===== src/rtl/prog_loader.sv =====
// Byte-stream program loader: takes a word-count header and little-endian instruction
// bytes, writes 32-bit words to instruction memory from address 0, and holds the core in reset until the load completes.
module prog_loader #(
  parameter int DEPTH  = 32,
  parameter int ADDR_W = 5
) (
  input  logic              clk,
  input  logic              rst,
  input  logic              start,
  input  logic              byte_valid,
  input  logic [7:0]        byte_data,
  output logic              byte_ready,
  output logic              imem_we,
  output logic [ADDR_W-1:0] imem_addr,
  output logic [31:0]       imem_wdata,
  output logic              cpu_rst_n,
  output logic              busy,
  output logic              done,
  output logic              error
);

  localparam int         CNT_W   = ADDR_W + 1;
  localparam logic [7:0] DEPTH_B = 8'(DEPTH);

  typedef enum logic [2:0] {
    IDLE,
    HEADER,
    BYTES,
    WRITE,
    DONE,
    ERROR
  } state_t;

  state_t            state_q, state_d;
  logic [1:0]        byte_idx;
  logic [ADDR_W-1:0] word_idx;
  logic [CNT_W-1:0]  count;
  logic [23:0]       asm_q;     // lanes 0..2; lane 3 goes straight into the write word
  logic [ADDR_W-1:0] addr_q;
  logic [31:0]       wdata_q;

  logic hdr_bad;
  logic last_word;

  assign hdr_bad   = (byte_data == 8'd0) || (byte_data > DEPTH_B);
  assign last_word = ({1'b0, word_idx} == (count - CNT_W'(1)));

  // NOTE: sequential state uses non-blocking assignments so every flop samples pre-edge values.
  always_ff @(posedge clk) begin
    if (!rst) state_q <= IDLE;
    else      state_q <= state_d;
  end

  // NOTE: every output and next-state gets a default first, so no path can infer a latch.
  always_comb begin
    state_d    = state_q;
    byte_ready = 1'b0;
    imem_we    = 1'b0;
    busy       = 1'b0;
    done       = 1'b0;
    error      = 1'b0;
    cpu_rst_n  = 1'b0;
    case (state_q)
      IDLE: begin
        if (start) state_d = HEADER;
      end
      HEADER: begin
        byte_ready = 1'b1;
        busy       = 1'b1;
        if (byte_valid) state_d = hdr_bad ? ERROR : BYTES;
      end
      BYTES: begin
        byte_ready = 1'b1;
        busy       = 1'b1;
        if (byte_valid && (byte_idx == 2'd3)) state_d = WRITE;
      end
      WRITE: begin
        imem_we = 1'b1;
        busy    = 1'b1;
        state_d = last_word ? DONE : BYTES;
      end
      DONE: begin
        done      = 1'b1;
        cpu_rst_n = 1'b1;
        if (start) state_d = HEADER;
      end
      ERROR: begin
        error = 1'b1;
        if (start) state_d = HEADER;
      end
      default: state_d = IDLE;
    endcase
  end

  // Datapath; write address/data are registered so they hold between strobes.
  always_ff @(posedge clk) begin
    if (!rst) begin
      byte_idx <= '0;
      word_idx <= '0;
      count    <= '0;
      asm_q    <= '0;
      addr_q   <= '0;
      wdata_q  <= '0;
    end else begin
      case (state_q)
        HEADER: begin
          if (byte_valid && !hdr_bad) begin
            count    <= CNT_W'(byte_data);
            byte_idx <= '0;
            word_idx <= '0;
          end
        end
        BYTES: begin
          if (byte_valid) begin
            if (byte_idx == 2'd3) begin
              addr_q  <= word_idx;
              wdata_q <= {byte_data, asm_q};
            end else begin
              asm_q[{byte_idx, 3'b000} +: 8] <= byte_data;
              byte_idx                       <= byte_idx + 2'd1;
            end
          end
        end
        WRITE: begin
          if (!last_word) begin
            word_idx <= word_idx + ADDR_W'(1);
            byte_idx <= '0;
          end
        end
        default: ;
      endcase
    end
  end

  assign imem_addr  = addr_q;
  assign imem_wdata = wdata_q;

endmodule


===== config.mk =====
export PLATFORM = sky130hd
export DESIGN_NAME = prog_loader
export DESIGN_NICKNAME = d
export VERILOG_FILES = /design/src/rtl/prog_loader.sv
export SDC_FILE = /design/constraint.sdc
export NUM_CORES = 1
export LEC_CHECK = 0
export CAP_MARGIN = 15
export CORE_UTILIZATION = 57
export DETAILED_ROUTE_END_ITERATION = 6
export GPL_TIMING_DRIVEN = 0
export PLACE_DENSITY = 0.95
export SKIP_LAST_GASP = 1
export SLEW_MARGIN = 10
export SYNTH_ARGS = -nofsm -noshare
export SYNTH_HDL_FRONTEND = slang
export SYNTH_SLANG_ARGS = --single-unit

===== constraint.sdc =====
create_clock -name clk -period 4.4 [get_ports clk]
set_clock_uncertainty 0.2 [all_clocks]
set_input_delay 1.1 -clock clk [delete_from_list [all_inputs] [get_ports clk]]
set_output_delay 1.1 -clock clk [all_outputs]
set_load 0.01 [all_outputs]

# == Word-level counts from Yosys, hierarchy flattened ==
# Cells that the tools add are included.
# totals
out_inout_bits,43
ff_bits,77
input_bits,12
word_cells,66
# classes
muxes,20
order_cmp,1
addsub,4
reduce_logical,17
bitwise,1
shift,2
eq_ne,14
# ops
cell,count
24-bit bitwise mux,1
8-bit by 7-bit variable shift with 24-bit output (first input constant),1
8-bit by 7-bit indexed part select with 24-bit output,1
3-bit 2-to-1 mux,5
2-bit inequality test (second input constant),6
3-bit one-hot mux with 4 select lines,1
3-bit AND reduction,4
5-bit 2-to-1 mux,2
5-bit one-hot mux with 2 select lines,1
8-bit by 6-bit greater-than comparator with 1-bit output (second input constant),1
8-bit zero test,1
2-bit 2-to-1 mux,4
5-bit negation with 7-bit output,1
3-bit by 2-bit equality test with 1-bit output (second input constant),2
3-bit equality test (second input constant),2
5-bit by 6-bit equality test with 1-bit output,1
2-bit one-hot mux with 3 select lines,1
3-bit OR reduction,2
6-bit by 1-bit subtractor with 6-bit output (second input constant),1
5-bit by 1-bit adder with 5-bit output (second input constant),1
1-bit 2-to-1 mux,5
5-bit AND reduction,1
3-bit by 1-bit equality test with 1-bit output (second input constant),1
3-bit zero test,1
11 further kinds,12

# == Depth between registers and ports, before layout ==
# depth
ltp_word,6
depth_mapped,8
depth_no_buf,8

# == Worst setup path before layout ==
# No wires, ideal clock.
# synth_timing
path_kind,input -> register
startpoint,in byte_data[1]
endpoint,reg word_idx[0]
cell_stages,6
path_slack_ps,1419
arrival_time_ps,2667
required_ps,4085
setup_time_ps,115
n_path_buf,1
cell_sequence,or4_4 o21a_1 or3_4 buf_6 and3_1 o21a_1
# synth_via
elab_chain_len,6
elab_cells_between_ends,7
classes_between,order compare (1); eq/ne (1); reduce/logical (5)
# synth_lines
element,line_no,rtl
"start, declared",11,"input logic [7:0] byte_data,"
8-bit by 6-bit greater-than comparator with 1-bit output / 8-bit zero test (equally long branches),45,assign hdr_bad = (byte_data == 8'd0) || (byte_data > DEPTH_B);
1-bit logical OR (*),45,
1-bit zero test (*),107,if (byte_valid && !hdr_bad) begin
1-bit logical AND (*),107,
2-bit inequality test (no line) (*),n/a,
3-bit AND reduction (no line) (*),n/a,
"end signal, assigned",126,word_idx <= word_idx + ADDR_W'(1);
"end, declared",36,logic [ADDR_W-1:0] word_idx;
# Mark *: on every way between the ends. The rest lies on a longest branch, timed or not.
# A chain may end at the register's enable or synchronous reset.

# == Worst setup path after layout ==
# layout_timing
startpoint,in byte_data[1]
endpoint,reg byte_idx[1]
# layout_via
elab_chain_len,6
elab_cells_between_ends,7
classes_between,order compare (1); eq/ne (1); reduce/logical (5)
# layout_lines
element,line_no,rtl
8-bit by 6-bit greater-than comparator with 1-bit output / 8-bit zero test (equally long branches),45,
1-bit logical OR (*),45,
1-bit zero test (*),107,
1-bit logical AND (*),107,
2-bit inequality test (no line) (*),n/a,
5-bit AND reduction (no line) (*),n/a,
"end signal, assigned",120,byte_idx <= byte_idx + 2'd1;
"end, declared",35,logic [1:0] byte_idx;
# Marked as above.

==> flow_metrics.py <==
metrics = {
    "synth": {
        "synth_seq_cells": 77,
        "yosysSeqAreaShare": 0.452,
        "syn-num-nets": 426,
        "synth_ff_type": "dfxtp_1",
        "syn_area_sq_um": 3410,
        "async_flop_share": 0,
        "yosys_warnings": 0,
        "synth.distinct_cells": 41,
        "syn_area_per_cell_sq_um": 8.37,
        "synth_enable_flop_cells": 0,
        "synthCells": 407,
    },
    "finish": {
        "area_delta_synth_final_pct": 24.8,
        "fin_area_sq_um": 4250,
        "final_common_cell": "nand2_1",
        "num_antenna_cells": 0,
        "most-common-layout-cells": "nand2_1 (112), dfxtp_1 (77), a21boi_0 (62)",
        "final_nets": 491,
        "drive_gt1_frac": 0.0441,
    },
    "timing": {
        "rsz0062_at_grt": "no",
        "finalCritPeriodShare": 0.813,
        "tightest_slew_ns": 0.927,
        "setup_viol": 0,
        "slew_violations": 0,
        "relSlewSlack": 0.381,
        "setup-tns-final_ns": 0,
        "hold_violations": 0,
        "max_freq_mhz": 280,
        "period_minus_slack_ns": 3.58,
    },
    "worst_setup_path": {
        "r2r_cells": 8,
        "r2r_end": "word_idx[0]",
        "cp.arrival_ns": 3.66,
        "path_class": "input port to flop",
        "reg2reg_slack_ns": 1.75,
        "crit_path_end_kind": "flop",
        "startpoint_type": "input port",
        "crit_fanout": 6,
        "cp.required_ns": 4.48,
        "crit_path_start": "byte_data[1]",
        "r2r_start": "count[0]",
    },
    "global_routing": {
        "antenna_found_initial": 0,
        "grt_usage": 0.277,
        "grt_pass1_wl_um": 13600,
        "grt_max_degree": 13,
        "grt_pass1_vias": 2880,
        "grt_overflow": 0,
    },
    "power": {
        "power.leakage_nw": 1.46,
        "ir_worst_vdd_mv": 0.205,
        "p_per_area_nw_per_um2": 325,
    },
    "job": {
        "cap_violations": 0,
    },
    "min_path": {
        "hold_class": "flop to flop",
        "min_from": "imem_wdata[27]",
        "hold_depth": 2,
        "hold_end": "imem_wdata[27]",
    },
    "clock_network": {
        "cts_buffers": 9,
        "htreeDepth": 3,
        "tritoncts": "built",
        "clkTransAtPathRegs_ns": 0.08,
        "cts_max_path_buffers": 2,
        "numClockSinks": 77,
        "cts-root-buf": "clkbuf_8",
        "cts_setup_buffers": 0,
        "post_cts_resized": 0,
        "cts_hold_buffers": 0,
        "clock_latency_ns": 0.35,
    },
    "route": {
        "drt_iter0_markers": 297,
        "routedWlPerCell_um": 14.6,
        "ant_nets": 0,
        "vias": 3114,
        "wirelength_um": 8000,
        "dr.pass1.iters": 5,
        "vias_per_cell": 5.68,
        "drc": 0,
    },
    "floorplanning": {
        "floorplan.initialDensity": 0.604,
        "die_h_um": 79.3,
        "pin_count": 55,
        "dieArea_sq_um": 6290,
        "die_x_um": 79.3,
        "core_sq_um": 5640,
        "num_rows": 27,
    },
    "placed_design": {
        "place.gp.congestion": 0.907,
        "hpwl_um": 5430,
        "dpl_cell_area_sq_um": 4040,
        "port_buffers": 54,
    },
    "status": {
        "outcome": "completed",
    },
}
## layer usage
layer  vias up  wire (um)  global-route usage  share of wire
met2       126       3660               0.445           0.46
li1       1509          -                   -              -
met1      1450       3490               0.363           0.44
met4         0        248               0.129          0.031
met5         -          0                   0              0
met3        29        605              0.0448          0.076
## cells by family after synthesis
group                    synth area share
XOR/XNOR                           0.0154
AO/OA/AOI/OAI                       0.192
adder cells (fa/ha/maj)            0.0257
buffers and inverters              0.0360
flip-flops                          0.452
AND/OR/NAND/NOR                     0.252
multiplexers                       0.0264
## power by group
part / switching [mW] / internal (mW)
clock: 0.251 / 0.335
sequential: 0.00225 / 0.699
combinational: 0.0504 / 0.0441
total: 0.304 / 1.08
## stage by stage
stage	utilization	worst slack (ns)	instances	power, mW	hold slack [ns]
final	0.754	0.822	548	1.38	0.262
after global routing	0.754	0.749	548	1.42	0.276
after CTS	0.754	0.869	548	1.38	0.267
after detailed placement	0.716	0.613	533	0.810	0.252
after global placement	0.716	0.647	533	0.809	0.240
after floorplan	-	1.42	407	0.770	0.231
## worst max-delay path: stages
cell and delay [ns]:
clkdlybuf4s50_1 0.59, or4_4 0.61, o21a_1 0.20, nor4_1 0.55, o21ai_1 0.17, a21oi_2 0.22, mux2i_1 0.21
## cells in the mapped netlist (all sizes together) (3+ instances only)
master / instances / area share
a21boi: 63 / 0.14
a21oi: 8 / 0.013
and2: 7 / 0.013
buf: 4 / 0.0084
clkbuf: 20 / 0.022
dfxtp: 77 / 0.45
ha: 7 / 0.026
inv: 5 / 0.0055
mux2i: 9 / 0.026
nand2: 112 / 0.12
nand2b: 3 / 0.0055
nand3: 29 / 0.043
nor2: 8 / 0.0088
nor2b: 9 / 0.017
nor3: 4 / 0.0059
nor3b: 5 / 0.011
o21ai: 9 / 0.013
or3: 3 / 0.0070
or4: 3 / 0.0077
xor2: 4 / 0.010
## sequential cells by signal, summed over array words and instances (netlist names)
name and flops:
imem_addr 5, byte_idx 2, imem_wdata 32, word_idx 5, count 6, state_q 3
asm_q 24
## layout make-up
class / instances / area (sq um)
well taps: 72 / 90.1
flip-flops and latches: 77 / 1540
plain buffers: 24 / 104
clock inverters: 3 / 68.8
repair buffers: 54 / 541
inverters: 5 / 18.8
clock buffers: 12 / 145
fillers: 373 / 1390
multi-input cells: 301 / 1740
## worst max-delay path by stage
stage	end	slack, ns	cells past startpoint
2_1_floorplan	word_idx[0]	1.42	6
3_3_place_gp	byte_idx[1]	0.65	7
3_5_place_dp	byte_idx[1]	0.61	7
4_1_cts	byte_idx[1]	0.87	7
5_1_grt	byte_idx[1]	0.75	7
6_report	byte_idx[1]	0.82	7
No activity file was read; power rests on OpenSTA's default activity.
